$ cat config.mk
export PLATFORM = sky130hd
export DESIGN_NAME = hex_scan_ctrl
export DESIGN_NICKNAME = d
export VERILOG_FILES = /design/src/rtl/hex_scan_pkg.sv /design/src/rtl/scan_slot_timer.sv /design/src/rtl/hex_scan_ctrl.sv
export SDC_FILE = /design/constraint.sdc
export NUM_CORES = 1
export LEC_CHECK = 0
export BUFFER_PORTS_ARGS = -buffer_cell sky130_fd_sc_hd__buf_2
export CORE_UTILIZATION = 35
export CTS_BUF_LIST = sky130_fd_sc_hd__clkbuf_16
export CTS_CLUSTER_DIAMETER = 80
export DETAILED_ROUTE_END_ITERATION = 7
export PLACE_DENSITY = 0.57
export SKIP_CTS_REPAIR_TIMING = 1
export SLEW_MARGIN = 30
export SYNTH_ARGS = -nofsm -noshare
export SYNTH_HDL_FRONTEND = slang
export SYNTH_SLANG_ARGS = --single-unit
$ cat constraint.sdc
create_clock -name clk -period 2.4 [get_ports clk]
set_input_delay 0.12 -clock clk [delete_from_list [all_inputs] [get_ports clk]]
set_output_delay 0.12 -clock clk [all_outputs]
set_load 0.01 [all_outputs]
$ cat src/rtl/hex_scan_pkg.sv
`default_nettype none
// ============================================================================
//  Module      : hex_scan_pkg
//  Description : Shared types and default constants for the multiplexed
//                hexadecimal display scanner (hex_scan_ctrl and its slot
//                timer).
//  Contents    : scan_state_e - scanner phase (IDLE, GUARD, ON)
//                c_*_dflt     - default parameter values
//  Revision    : 1.0 - initial release
// ============================================================================
package hex_scan_pkg;

    // Scanner phase. GUARD is the dark gap at the start of every digit slot;
    // ON is the remainder of the slot, when the digit may be lit.
    typedef enum logic [1:0] {
        IDLE  = 2'd0,
        GUARD = 2'd1,
        ON    = 2'd2
    } scan_state_e;

    localparam int c_ndigits_dflt   = 8;
    localparam int c_slot_cyc_dflt  = 50000;
    localparam int c_guard_cyc_dflt = 500;

endpackage : hex_scan_pkg
`default_nettype wire

$ cat src/rtl/scan_slot_timer.sv
`default_nettype none
// ============================================================================
//  Module      : scan_slot_timer
//  Description : Free-running digit-slot counter. It counts 0..SLOT_CYC-1 and
//                wraps. It flags the last guard cycle and the last cycle of
//                the slot. The owner qualifies each flag with its own phase.
//  Ports       : clk           in   clock, rising edge
//                reset_n       in   synchronous active-low reset
//                i_clr         in   synchronous clear, counter -> 0
//                o_guard_done  out  counter is on the last guard cycle
//                o_slot_done   out  counter is on the last slot cycle
//  Revision    : 1.0 - initial release
// ============================================================================
module scan_slot_timer
    import hex_scan_pkg::*;
#(
    parameter int SLOT_CYC  = c_slot_cyc_dflt,
    parameter int GUARD_CYC = c_guard_cyc_dflt
) (
    input  logic clk,
    input  logic reset_n,
    input  logic i_clr,
    output logic o_guard_done,
    output logic o_slot_done
);

    localparam int              c_cw         = (SLOT_CYC > 1) ? $clog2(SLOT_CYC) : 1;
    localparam logic [c_cw-1:0] c_guard_last = c_cw'(GUARD_CYC - 1);
    localparam logic [c_cw-1:0] c_slot_last  = c_cw'(SLOT_CYC - 1);

    logic [c_cw-1:0] r_cnt;

    always_ff @(posedge clk) begin
        if (!reset_n || i_clr) begin
            r_cnt <= '0;
        end else if (r_cnt == c_slot_last) begin
            r_cnt <= '0;
        end else begin
            r_cnt <= r_cnt + 1'b1;
        end
    end

    assign o_guard_done = (r_cnt == c_guard_last);
    assign o_slot_done  = (r_cnt == c_slot_last);

endmodule : scan_slot_timer
`default_nettype wire

$ cat src/rtl/hex_scan_ctrl.sv
`default_nettype none
// ============================================================================
//  Module      : hex_scan_ctrl
//  Description : Time-multiplexed scanner for an NDIGITS hexadecimal display.
//                A one-entry pending buffer takes new values from upstream.
//                The value moves to the display register only when the
//                scanner is idle or at a frame boundary, so a frame is never
//                torn. Each digit slot starts with a dark guard interval
//                (anti-ghosting), followed by the lit interval. Leading zeros
//                can be blanked.
//  Ports       : clk          in   clock, rising edge
//                reset_n      in   synchronous active-low reset
//                in_valid     in   upstream offers in_data/in_blank_lz
//                in_ready     out  pending buffer is empty
//                in_data      in   4*NDIGITS, nibble k = digit k (0 = LSD)
//                in_blank_lz  in   leading-zero blanking for this value
//                hexval       out  nibble of the current digit
//                digit_en     out  one-hot digit strobe, or all zero
//                blank        out  segments must be dark
//  Revision    : 1.0 - initial release
// ============================================================================
module hex_scan_ctrl
    import hex_scan_pkg::*;
#(
    parameter int NDIGITS   = c_ndigits_dflt,
    parameter int SLOT_CYC  = c_slot_cyc_dflt,
    parameter int GUARD_CYC = c_guard_cyc_dflt
) (
    input  logic                   clk,
    input  logic                   reset_n,
    input  logic                   in_valid,
    output logic                   in_ready,
    input  logic [4*NDIGITS-1:0]   in_data,
    input  logic                   in_blank_lz,
    output logic [3:0]             hexval,
    output logic [NDIGITS-1:0]     digit_en,
    output logic                   blank
);

    localparam int                 c_iw       = $clog2(NDIGITS);
    localparam logic [c_iw-1:0]    c_idx_last = c_iw'(NDIGITS - 1);
    localparam logic [NDIGITS-1:0] c_one      = NDIGITS'(1);

    scan_state_e          r_state,     w_state_nxt;
    logic [c_iw-1:0]      r_idx,       w_idx_nxt;
    logic [4*NDIGITS-1:0] r_pend_data, w_pend_data_nxt;
    logic                 r_pend_blz,  w_pend_blz_nxt;
    logic                 r_pend_full, w_pend_full_nxt;
    logic [4*NDIGITS-1:0] r_disp_data, w_disp_data_nxt;
    logic                 r_disp_blz,  w_disp_blz_nxt;
    logic [3:0]           r_hexval,    w_hexval_nxt;
    logic [NDIGITS-1:0]   r_digit_en,  w_digit_en_nxt;
    logic                 r_blank,     w_blank_nxt;

    logic                 w_accept;
    logic                 w_tmr_clr;
    logic                 w_guard_done;
    logic                 w_slot_done;
    logic [3:0]           w_cur_nib;
    logic [NDIGITS-1:0]   w_lz_blank;

    scan_slot_timer #(
        .SLOT_CYC  (SLOT_CYC),
        .GUARD_CYC (GUARD_CYC)
    ) u_timer (
        .clk          (clk),
        .reset_n      (reset_n),
        .i_clr        (w_tmr_clr),
        .o_guard_done (w_guard_done),
        .o_slot_done  (w_slot_done)
    );

    // A digit is a leading zero when it and every digit above it are zero.
    // Digit 0 always shows, so a value of zero still reads "0".
    for (genvar k = 0; k < NDIGITS; k++) begin : g_lz
        if (k == 0) begin : g_lsd
            assign w_lz_blank[k] = 1'b0;
        end else begin : g_upper
            assign w_lz_blank[k] = r_disp_blz && (r_disp_data[4*NDIGITS-1:4*k] == '0);
        end
    end

    assign w_accept  = in_valid && !r_pend_full;
    assign w_cur_nib = r_disp_data[{r_idx, 2'b00} +: 4];

    // Next-state and output decode. Outputs are decoded from the current
    // phase and registered, so they trail the phase register by one cycle.
    always_comb begin
        w_state_nxt     = r_state;
        w_idx_nxt       = r_idx;
        w_pend_data_nxt = r_pend_data;
        w_pend_blz_nxt  = r_pend_blz;
        w_pend_full_nxt = r_pend_full;
        w_disp_data_nxt = r_disp_data;
        w_disp_blz_nxt  = r_disp_blz;
        w_tmr_clr       = 1'b0;
        w_hexval_nxt    = '0;
        w_digit_en_nxt  = '0;
        w_blank_nxt     = 1'b1;

        // An accept needs an empty buffer and a transfer needs a full one,
        // so the two never happen in the same cycle.
        if (w_accept) begin
            w_pend_data_nxt = in_data;
            w_pend_blz_nxt  = in_blank_lz;
            w_pend_full_nxt = 1'b1;
        end

        case (r_state)
            IDLE: begin
                w_tmr_clr = 1'b1;
                if (r_pend_full) begin
                    w_disp_data_nxt = r_pend_data;
                    w_disp_blz_nxt  = r_pend_blz;
                    w_pend_full_nxt = 1'b0;
                    w_idx_nxt       = '0;
                    w_state_nxt     = GUARD;
                end
            end
            GUARD: begin
                if (w_guard_done) begin
                    w_state_nxt = ON;
                end
            end
            ON: begin
                w_hexval_nxt = w_cur_nib;
                if (!w_lz_blank[r_idx]) begin
                    w_digit_en_nxt = c_one << r_idx;
                    w_blank_nxt    = 1'b0;
                end
                if (w_slot_done) begin
                    w_state_nxt = GUARD;
                    if (r_idx == c_idx_last) begin
                        // Frame boundary: the only point where the display
                        // register may change while scanning.
                        w_idx_nxt = '0;
                        if (r_pend_full) begin
                            w_disp_data_nxt = r_pend_data;
                            w_disp_blz_nxt  = r_pend_blz;
                            w_pend_full_nxt = 1'b0;
                        end
                    end else begin
                        w_idx_nxt = r_idx + 1'b1;
                    end
                end
            end
            default: begin
                w_state_nxt = IDLE;
            end
        endcase
    end

    always_ff @(posedge clk) begin
        if (!reset_n) begin
            r_state     <= IDLE;
            r_idx       <= '0;
            r_pend_data <= '0;
            r_pend_blz  <= 1'b0;
            r_pend_full <= 1'b0;
            r_disp_data <= '0;
            r_disp_blz  <= 1'b0;
            r_hexval    <= '0;
            r_digit_en  <= '0;
            r_blank     <= 1'b1;
        end else begin
            r_state     <= w_state_nxt;
            r_idx       <= w_idx_nxt;
            r_pend_data <= w_pend_data_nxt;
            r_pend_blz  <= w_pend_blz_nxt;
            r_pend_full <= w_pend_full_nxt;
            r_disp_data <= w_disp_data_nxt;
            r_disp_blz  <= w_disp_blz_nxt;
            r_hexval    <= w_hexval_nxt;
            r_digit_en  <= w_digit_en_nxt;
            r_blank     <= w_blank_nxt;
        end
    end

    assign in_ready = ~r_pend_full;
    assign hexval   = r_hexval;
    assign digit_en = r_digit_en;
    assign blank    = r_blank;

endmodule : hex_scan_ctrl
`default_nettype wire

**Yosys cells after proc, flatten, opt, wreduce, memory -nomap -nowiden**

Index checks and enable logic that the tools add are counted.

- Reductions and logical operators: 26
- Shift operators: 2
- Equal/unequal tests: 9
- Multiplexer cells: 25
- Order comparisons: 1
- $add $sub $neg: 2
- Bitwise logic cells: 3

Operators by type and width:

| cell | number |
|---|---|
| 32-bit two-way mux | 3 |
| 32-bit one-hot mux with 2 select lines | 1 |
| 32-bit by 6-bit indexed part select with 4-bit output | 1 |
| 28-bit zero test | 1 |
| 24-bit zero test | 1 |
| 20-bit zero test | 1 |
| 16-bit by 1-bit adder with 16-bit output (second input constant) | 1 |
| 16-bit == test (second input constant) | 1 |
| 16-bit by 9-bit == test with 1-bit output (second input constant) | 1 |
| 16-bit zero test | 1 |
| 12-bit zero test | 1 |
| 1-bit two-way mux | 10 |
| 3-bit two-way mux | 3 |
| 3-bit AND reduction | 3 |
| 1-bit logical AND | 8 |
| 8-bit zero test | 1 |
| 1-bit by 3-bit << shifter with 8-bit output (first input constant) | 1 |
| 2-bit two-way mux | 3 |
| 2-bit one-hot mux with 3 select lines | 1 |
| 3-bit one-hot mux with 2 select lines | 1 |
| 4-bit zero test | 1 |
| 3-bit by 4-bit < comparator with 1-bit output (second input constant) | 1 |
| 2-bit by 1-bit != test with 1-bit output (second input constant) | 2 |
| 2-bit != test (second input constant) | 2 |
| 14 further kinds | 18 |

- Input port bits: 36
- Output and inout bits: 14
- Word-level logic and storage cells: 79
- Register bits after elaboration: 101

**Longest topological paths before layout**

- Depth in word-level cells: 7
- Depth in mapped cells: 8
- Gate-level depth less buffers: 6

**Hierarchy**

From an unflattened synthesis, not the netlist that was laid out.

- Cells, all modules: 485
- Area, all modules: 4,261.6 µm²

By module, submodules not included:

| module | cells each | area each (µm²) | instances | sequential area each (µm²) |
|---|---|---|---|---|
| hex_scan_ctrl | 401 | 3,513.4 | 1 | 1,701.6 |
| scan_slot_timer | 84 | 748.2 | 1 | 320.3 |

**Worst setup path after synthesis**

Ideal clock, no wire load.

- Kind: flip-flop to flip-flop
- From: reg r_idx[0]
- To: reg r_disp_data[21]
- Stages on the path, launching flop included: 9
- Setup slack: 610 ps
- Setup time: 73 ps
- Path buffers: 2
- Data arrival time: 1,716 ps
- Period minus slack after synthesis: 1,790 ps
- Required time: 2,327 ps
- Cells stage by stage: dfxtp_1 ha_1 ha_1 and3b_1 buf_2 nor2_2 clkbuf_1 a31oi_1 o211ai_2

- Cells in the longest elaborated chain, start to end: 3

RTL lines:

| item | line | RTL |
|---|---|---|
| start, declared | hex_scan_ctrl.sv:45 | `logic [c_iw-1:0] r_idx, w_idx_nxt;` |
| start signal, assigned | hex_scan_ctrl.sv:167 | `r_idx <= w_idx_nxt;` |
| 3-bit == test | hex_scan_ctrl.sv:133 | `if (r_idx == c_idx_last) begin` |
| 2-bit != test (no line) | - |  |
| 3-bit AND reduction (no line) | - |  |
| end signal, assigned | hex_scan_ctrl.sv:171 | `r_disp_data <= w_disp_data_nxt;` |
| end, declared | hex_scan_ctrl.sv:49 | `logic [4*NDIGITS-1:0] r_disp_data, w_disp_data_nxt;` |

No other way between the ends.
A chain may end at the register's enable or synchronous reset.

**Worst setup path after layout**

- From: reg r_idx[1]
- To: reg r_disp_data[24]

Same word-level chain as after synthesis.

==> impl_metrics.toml <==
[cells_and_area]
n_fill_cell = 1351
area_delta_synth_final_pct = 12.88
drive_above_1_share = 0.1704
nets = 627
antenna_cells = 0
instances_no_fill = 763

[yosys]
synthDistinctLibCells = 42
synthMuxAreaShare = 0.05130
ys_warn_count = 0
syn_area_sq_mm = 0.004878
async_flop_share = 0
syn_nets = 609
avgSynthCellArea_sq_um = 8.604
synth-xor-area-share = 0.02334
synth_top_flop_cell = "dfxtp_1"
ys_seq_area_frac = 0.4145
synth_seq_cells = 101
synth_compound_area_frac = 0.1652
synthSimpleGateAreaFrac = 0.2788
synth_edf_count = 0
synthAdderAreaFrac = 0.01539
netlist_instances = 567
synth_top_family_by_area = "simple AND/OR/NAND/NOR gates"

[cts]
cts_made_buffers = 9
cts_root_buf = "clkbuf_16"
clkSlewWorstSetupHoldPaths_ps = 70
htreeDepth = 3
clock-sinks = 101
cts_tree = "built"
clock_latency_ps = 350
max-clock-path-buffers = 2

[critical_path]
path_common_cell = "ha_1"
reg2regPathDepth = 7
path_class = "reg -> reg"
r2r_end = "r_disp_data[24]"
crit_end = "r_disp_data[24]"
cp-end-kind = "flop"
crit_start = "r_idx[1]"
cp.arrival_ps = 2100
crit_path_max_fanout = 33
path_cells = "ha_1 > ha_1 > and3b_1 > nor2_2 > buf_4 > a31oi_1 > o211ai_2"
critPathMaxStageDelay_ps = 370
r2r-start = "r_idx[1]"
start_kind = "flop"
r2r_setup_slack_ps = 530
crit_slowest_cell = "and3b_1"
crit_required_ps = 2630

[routing]
routed_wl_um = 12010
initialDrtViolationCount = 242
wire_per_inst_um = 15.74
ant_nets = 0
route.detailed.drc = 0
viasPerCell = 5.646
drt-pass1-iter-count = 4
num_vias = 4308

[placed_design]
place_ws_ps = 542.3
dp_cells = 750
portBuffers = 49
place_hpwl_um = 7836
routabilityCongestion = 0.8523

[worst_hold_path]
hp-start = "in_data[18]"
worstHoldPathType = "in -> reg"

[run_status]
outcome = "finished, final reports clean"

[grt]
grt_pass1_vias = 3883
track_usage = 0.1740
grt_max_degree = 119
antenna_found_initial = 0
grt_pass1_wl_um = 19840
grt_overflow = 0

[power]
pwr_density_cell_mw_per_mm2 = 696.9
p_leak_nw = 2.049
ir_worst_vdd_mv = 0.3539

[floorplan]
rows = 42
die_h_um = 120.1
start_util = 0.3641
dieArea_sq_mm = 0.01441
ios = 50
die_w_um = 120.1
core_area_sq_mm = 0.01340

[timing]
min_period_ps = 1873
period_share = 0.7806
setup_viol = 0
fin_worst_skew_ps = 7.359
rsz0062_at_grt = "false"
hold_violations = 0
finalWorstSetupSlack_ps = 526.7
tightest_slew_ps = 699.4
tns_ps = 0
max_slew_margin = 0.5323
slew_viol_final = 0
fmax_mhz = 533.8

[run]
cap_viol_max_count = 0
==> per-layer routing <==
layer  global-route usage  vias to the layer above  wire, um
met4              0.09375                        0       356
met2               0.2543                      119      5275
li1                     -                     2131         -
met1               0.2379                     2036      5762
met3              0.03660                       22       611
met5                    0                        -         0
==> report_power, final <==
part / switching, W / internal (W) / leakage (nW)
Clock: 0.000609 / 0.000782 / 0.132
Combinational: 0.000316 / 0.000205 / 1.09
Sequential: 0.000129 / 0.00180 / 0.822
Total: 0.00105 / 0.00278 / 2.05
==> worst min path at each step <==
stage / end / slack (ps) / cells past startpoint
final: r_pend_data[18] / 2 / 3
after global routing: r_pend_data[1] / 0.3 / 3
after CTS: r_pend_data[13] / -6 / 3
after detailed placement: r_pend_data[0] / 370 / 3
after global placement: r_pend_data[10] / 360 / 3
after floorplan: r_pend_blz / 260 / 2
==> registers in the layout, indices dropped and copies added (netlist names) <==
name / count
u_timer.r_cnt: 16
r_pend_full: 1
blank: 1
r_idx: 3
digit_en: 8
r_pend_blz: 1
r_disp_data: 32
r_pend_data: 32
r_disp_blz: 1
r_state: 2
hexval: 4
==> final cells by class <==
class | count | area [sq um] | share of cell area
multi-input combinational | 405 | 2608 | 0.4735
timing repair buffer | 61 | 362.8 | 0.06589
clock buffer | 9 | 225.2 | 0.04090
inverter | 7 | 26.28 | 0.004772
tap | 176 | 220.2 | 0.03999
sequential | 101 | 2022 | 0.3672
clock inverter | 4 | 42.54 | 0.007726
==> stage by stage <==
stage / util / power, W / hold WS, ps / area [sq um]
after floorplan: - / 0.002299 / 256.0 / 4878
after global placement: 0.3909 / 0.002461 / 360.6 / 5239
after detailed placement: 0.3909 / 0.002480 / 366.7 / 5239
after CTS: 0.4109 / 0.003870 / -6.366 / 5507
after global routing: 0.4109 / 0.004021 / 0.2683 / 5507
final: 0.4109 / 0.003837 / 1.766 / 5507
==> Yosys cell counts, drive strengths merged (7+ instances only) <==
master,count,area share
nand3,43,0.044
clkbuf,40,0.031
a21oi,42,0.043
and3,33,0.042
nand4,40,0.053
buf,14,0.015
nor2,22,0.017
mux2i,7,0.014
o211ai,36,0.067
nand2,74,0.057
xor2,10,0.018
mux4,8,0.037
nor4,8,0.016
inv,7,0.0054
dfxtp,101,0.41
a31oi,34,0.044
==> worst max-delay path, delay by kind of cell (launching register included) <==
family	cells	cell delay, ps
compound gates	2	350
fa+ha+maj	2	390
simple gates	2	420
buf+inv	1	250
flops	1	340
==> placed cells by master, fill, tap and decap left out, types with 3 or more instances in the layout <==
master,n
nor4_1,6
a31oi_1,34
xor2_1,10
and4_1,5
nor2b_1,4
o211ai_2,11
buf_2,48
nand2_1,74
a21oi_1,42
xnor2_1,3
ha_1,6
nor2_1,21
o211ai_1,25
inv_1,6
mux4_2,8
clkbuf_16,9
nand3_1,43
dfxtp_1,101
mux2i_1,7
nand4_1,39
nand3b_1,5
o21ai_0,4
nor3b_1,5
or3_1,3
and2_1,3
buf_4,11
and3_1,33
==> kinds of logic (layout without fill, tap and decap cells) <==
family          Yosys count  after routing
compound gates          120            120
mux                      15             15
simple gates            251            251
buf+inv                  61             81
fa+ha+maj                 6              6
xor+xnor                 13             13
flops                   101            101
Power figures use the tool's default switching activity.
